## config.mk

```make
export PLATFORM = sky130hd
export DESIGN_NAME = ps2_kbd_rx
export DESIGN_NICKNAME = d
export VERILOG_FILES = /design/src/rtl/ps2_kbd_rx.sv
export SDC_FILE = /design/constraint.sdc
export NUM_CORES = 1
export LEC_CHECK = 0
export CORE_ASPECT_RATIO = 0.7
export CORE_UTILIZATION = 50
export CTS_CLUSTER_SIZE = 16
export DETAILED_ROUTE_END_ITERATION = 10
export GPL_ROUTABILITY_DRIVEN = 0
export PLACE_DENSITY = 0.68
export SYNTH_ARGS = -nofsm -noshare
export SYNTH_HDL_FRONTEND = slang
export SYNTH_SLANG_ARGS = --single-unit
```

## constraint.sdc

```tcl
create_clock -name clk -period 3 [get_ports clk]
set_clock_uncertainty 0.05 [all_clocks]
set_input_delay 0.6 -clock clk [delete_from_list [all_inputs] [get_ports clk]]
set_output_delay 0.6 -clock clk [all_outputs]
set_load 0.05 [all_outputs]
```

## src/rtl/ps2_kbd_rx.sv

```systemverilog
// PS/2 keyboard receiver: synchronise and filter the keyboard clock/data, deserialise 11-bit frames,
// and buffer the scancodes in a small FIFO. Each scancode is handed out with a 1-cycle psint strobe, gated by busy.
module ps2_kbd_rx #(
  parameter int FIFO_DEPTH     = 8,
  parameter int SYNC_STAGES    = 2,
  parameter int FILTER_LEN     = 4,
  parameter int TIMEOUT_CYCLES = 8000
) (
  input  logic       clk,
  input  logic       reset,
  input  logic       ps2_clk,
  input  logic       ps2_data,
  input  logic       busy,
  output logic [7:0] datao,
  output logic       psint,
  output logic       parity_err,
  output logic       frame_err,
  output logic       overflow
);

  localparam int PW = $clog2(FIFO_DEPTH);
  localparam int FW = $clog2(FILTER_LEN + 1);
  localparam int TW = $clog2(TIMEOUT_CYCLES);

  typedef enum logic [1:0] {IDLE, DATA, PARITY, STOP} state_t;

  logic [SYNC_STAGES-1:0] clk_sync, data_sync;
  logic                   clk_s, data_s;
  logic                   filt, fall;
  logic [FW-1:0]          fcnt;

  state_t                 state, state_n;
  logic [7:0]             sr, sr_n;
  logic [2:0]             bit_cnt, bit_cnt_n;
  logic                   par, par_n;
  logic [TW-1:0]          tcnt, tcnt_n;
  logic                   push, perr_n, ferr_n;

  logic [7:0]             mem [FIFO_DEPTH];
  logic [PW-1:0]          wr_ptr, rd_ptr;
  logic [PW:0]            count;
  logic                   full, pop, wr, ovf_n;

  always_ff @(posedge clk or posedge reset) begin
    if (reset) begin
      clk_sync  <= '0;
      data_sync <= '0;
    end else begin
      clk_sync  <= {clk_sync[SYNC_STAGES-2:0], ps2_clk};
      data_sync <= {data_sync[SYNC_STAGES-2:0], ps2_data};
    end
  end

  assign clk_s  = clk_sync[SYNC_STAGES-1];
  assign data_s = data_sync[SYNC_STAGES-1];

  // The filtered clock only moves after FILTER_LEN consecutive disagreeing samples.
  always_ff @(posedge clk or posedge reset) begin
    if (reset) begin
      filt <= 1'b1;
      fcnt <= '0;
      fall <= 1'b0;
    end else begin
      fall <= 1'b0;
      if (clk_s != filt) begin
        if (fcnt == FW'(FILTER_LEN - 1)) begin
          filt <= clk_s;
          fcnt <= '0;
          fall <= filt;
        end else begin
          fcnt <= fcnt + FW'(1);
        end
      end else begin
        fcnt <= '0;
      end
    end
  end

  always_ff @(posedge clk or posedge reset) begin
    if (reset) begin
      state   <= IDLE;
      sr      <= '0;
      bit_cnt <= '0;
      par     <= 1'b0;
      tcnt    <= '0;
    end else begin
      state   <= state_n;
      sr      <= sr_n;
      bit_cnt <= bit_cnt_n;
      par     <= par_n;
      tcnt    <= tcnt_n;
    end
  end

  always_comb begin
    state_n   = state;
    sr_n      = sr;
    bit_cnt_n = bit_cnt;
    par_n     = par;
    push      = 1'b0;
    perr_n    = 1'b0;
    ferr_n    = 1'b0;
    tcnt_n    = (state == IDLE || fall) ? '0 : tcnt + TW'(1);
    case (state)
      IDLE: if (fall && !data_s) begin
        state_n   = DATA;
        bit_cnt_n = '0;
      end
      DATA: if (fall) begin
        sr_n      = {data_s, sr[7:1]};
        bit_cnt_n = bit_cnt + 3'd1;
        if (bit_cnt == 3'd7) state_n = PARITY;
      end
      PARITY: if (fall) begin
        par_n   = data_s;
        state_n = STOP;
      end
      STOP: if (fall) begin
        state_n = IDLE;
        if (!data_s)        ferr_n = 1'b1;
        else if (^{sr, par}) push  = 1'b1;
        else                 perr_n = 1'b1;
      end
      default: state_n = IDLE;
    endcase
    // A stalled keyboard abandons the partial frame.
    if (state != IDLE && !fall && tcnt == TW'(TIMEOUT_CYCLES - 1)) begin
      state_n = IDLE;
      ferr_n  = 1'b1;
    end
  end

  assign full  = (count == (PW+1)'(FIFO_DEPTH));
  assign pop   = (count != '0) && !busy && !psint;
  assign wr    = push && (!full || pop);
  assign ovf_n = push && full && !pop;

  always_ff @(posedge clk) begin
    if (wr) mem[wr_ptr] <= sr;
  end

  always_ff @(posedge clk or posedge reset) begin
    if (reset) begin
      wr_ptr     <= '0;
      rd_ptr     <= '0;
      count      <= '0;
      datao      <= '0;
      psint      <= 1'b0;
      parity_err <= 1'b0;
      frame_err  <= 1'b0;
      overflow   <= 1'b0;
    end else begin
      if (wr) wr_ptr <= wr_ptr + PW'(1);
      if (pop) begin
        rd_ptr <= rd_ptr + PW'(1);
        datao  <= mem[rd_ptr];
      end
      case ({wr, pop})
        2'b10:   count <= count + (PW+1)'(1);
        2'b01:   count <= count - (PW+1)'(1);
        default: count <= count;
      endcase
      psint      <= pop;
      parity_err <= perr_n;
      frame_err  <= ferr_n;
      overflow   <= ovf_n;
    end
  end

endmodule
```

==> results by group <==
Floorplanning
  – Initial Util: 51.9%
  – Core area: 9760 sq um
  – Row count: 30
  – Die width: 122 um
  – I/O pins: 17
  – Chip height: 86.2 um
  – Die area: 10,500 sq um

Clock tree
  – Post-CTS Hold Fix Bufs: 0
  – Clock Latency Late Sink: 0.41 ns
  – CTS root buffer: clkbuf_16
  – Resized Gates After CTS: 0
  – TritonCTS clock tree: done
  – Buffer count from post-CTS setup fixing: 0
  – Max clock buf depth: 2
  – H-tree Lvls: 4
  – Clock transition at path regs: 0.05 ns
  – CTS sink count: 122
  – Inserted Clock Buffers: 17

Logic synthesis
  – Yosys cell types: 44
  – Mapped Area: 5060 sq um
  – EDFF count, synth: 64
  – Avg Cell Area, Syn: 15.3 sq um
  – Ys async rst share: 47.5%
  – Synthesized Nets: 346
  – Ys Warns: 0
  – Yosys reg bits: 122
  – Post-Synthesis Cells: 330
  – Sequential fraction of the synthesis area: 66.7%
  – Top FF cell, synth: edfxtp_1

Hold path
  – Hold path cells: 0
  – Min-delay worst type: reg2reg

Pwr
  – Peak VDD IR: 0.518 mV
  – Leakage: 2.41 nW
  – Pwr Density: 884 nW/um^2
  – Final Power: 5.33 mW

Setup path
  – Critical Path End Type: register
  – Worst r2r path cells: 9
  – Setup crit start kind: register
  – Cell breakdown of the critical path: xor3_1, and2_1, mux2i_4, nand2_1, xnor2_1, ha_1, or3_1, mux2i_1, xor2_1
  – Worst endpoint required time: 3.28 ns
  – CP max-delay cell: xor3_1
  – Max incr delay on CP: 0.56 ns
  – Worst path top cell family by delay: XOR/XNOR gates
  – Worst Path Buf+Inv: 0
  – Crit. path cell count: 9
  – Maximum fanout along the worst path: 11
  – Critical path class: reg2reg
  – WP data arrival: 3.07 ns

Routing
  – Drt wl/cell: 18.1 um
  – Via count: 2,740
  – Final ANT Viol Nets: 0
  – Drt initial violations: 196
  – Final WL: 9190 um
  – # DRC: 0
  – Detailed Routing Iterations Pass 1: 4
  – Vias/cell: 5.38

GRT
  – Overall Global Routing Usage: 20.0%
  – Initial antenna violation count: 0
  – Grt ovf: 0
  – Largest net degree at the start of global routing: 34
  – Global-route wire length before repair: 14,900 um
  – Number of global-route vias before repair: 2,827

STA
  – Final setup violation count: 0
  – Slew Limit Fails: 0
  – Fin crit share: 93.0%
  – Final min period: 2.79 ns
  – RSZ-0062 raised after global routing: no
  – Fmax: 359 MHz
  – Total negative slack: 0 ns
  – Setup ws final: 0.211 ns
  – Worst Tran Pin Value: 0.872 ns
  – Fin. Hold Viols: 0
  – Fin Hold WS: 0.297 ns
  – Worst rel slew slack: 41.9%

Final layout
  – Register area: 3370 sq um
  – Multi-input combinational cell area: 1620 sq um
  – Fin util: 61.8%
  – Share of cells above drive strength 1: 20.5%
  – FILL cells: 740
  – Antenna cells: 0
  – Most common cell after layout, fill and taps aside: edfxtp_1
  – Final net count: 384
  – Commonest cells after routing, fill and taps aside: edfxtp_1 (64), dfrtp_1 (57), nand2_1 (30)
  – Area Growth Syn to Fin: 19.1%

Flow run
  – Max-Cap Viols: 0

Place
  – Pre-CTS WS: 0.193 ns
  – HPWL Detailed: 5950 um
  – Port Buf Inserts: 16

Status
  – Status: complete, no violations
[registers in the layout, indices dropped and copies added, names as in the netlist, 2 cells and up]
signal / count
rd_ptr: 3
state: 2
bit_cnt: 3
data_sync: 2
count: 4
fcnt: 3
mem: 64
sr: 8
tcnt: 13
wr_ptr: 3
datao: 8
clk_sync: 2
[final timing paths]
| check | from | end | slack [ns] |
|---|---|---|---|
| max | sr[2]$_DFFE_PP0P_ | count[2]$_DFFE_PP0P_ | 0.21 |
| min in group asynchronous | reset | wr_ptr[1]$_DFFE_PP0P_ | 0.54 |
| max reg2reg | sr[2]$_DFFE_PP0P_ | count[2]$_DFFE_PP0P_ | 0.21 |
| min | data_sync[0]$_DFF_PP0_ | data_sync[1]$_DFF_PP0_ | 0.30 |
| max in group asynchronous | reset | filt$_DFFE_PP1P_ | 1.71 |
| min reg2reg | data_sync[0]$_DFF_PP0_ | data_sync[1]$_DFF_PP0_ | 0.30 |
[layout make-up]
type / count / area share (%)
Clock buffer: 23 / 7.59
Inverter: 7 / 0.436
Timing Repair Buffer: 28 / 4.36
Tap cell: 128 / 2.66
Clock inverter: 9 / 2.05
Sequential cell: 122 / 56.0
Multi-Input combinational cell: 192 / 26.9
[where the power goes]
group | switching, mW | leakage, nW | total, mW | internal [mW]
registers | 0.199 | 1.37 | 2.11 | 1.91
clock network | 0.670 | 0.279 | 1.99 | 1.32
logic | 0.661 | 0.761 | 1.23 | 0.571
[logic make-up (layout without fill, tap and decap cells)]
| group | after synthesis | after routing | share of synthesized area (%) |
|---|---|---|---|
| AO/OA/AOI/OAI | 23 | 23 | 3.14 |
| multiplexers | 42 | 42 | 13.2 |
| XOR/XNOR | 25 | 25 | 4.92 |
| buffers and inverters | 16 | 67 | 1.26 |
| flip-flops | 122 | 122 | 66.7 |
| adder cells (fa/ha/maj) | 11 | 11 | 2.72 |
| AND/OR/NAND/NOR | 91 | 91 | 8.11 |
[stage by stage]
stage	instance area, sq um	instances
after floorplan	5060	330
after global placement	5450	477
after detailed placement	5450	477
after CTS	6030	509
after global routing	6030	509
final	6030	509
[cell usage after synthesis, drive strengths merged, types with 3 or more instances]
cell	instances	share of area, %
buf	5	0.44
clkbuf	4	0.30
dfrtp	57	28
edfxtp	64	38
ha	11	2.7
inv	7	0.52
mux2	15	3.4
mux2i	11	2.7
mux4	16	7.1
nand2	30	2.2
nand3	9	0.89
nor2	27	2.0
nor2b	3	0.37
nor3	8	0.79
o21ai	11	1.2
or3	3	0.37
xnor2	14	2.4
xor2	9	1.6
[layer usage]
layer  track usage, %  wire length (um)  vias to the layer above
li1                 -                 -                     1294
met1             28.7              4530                     1399
met2             28.2              4250                       38
met3             6.51               302                        9
met4             7.98               100                        0
met5                0                 0                        -
Note: power is estimated with default switching activity, not from simulation.
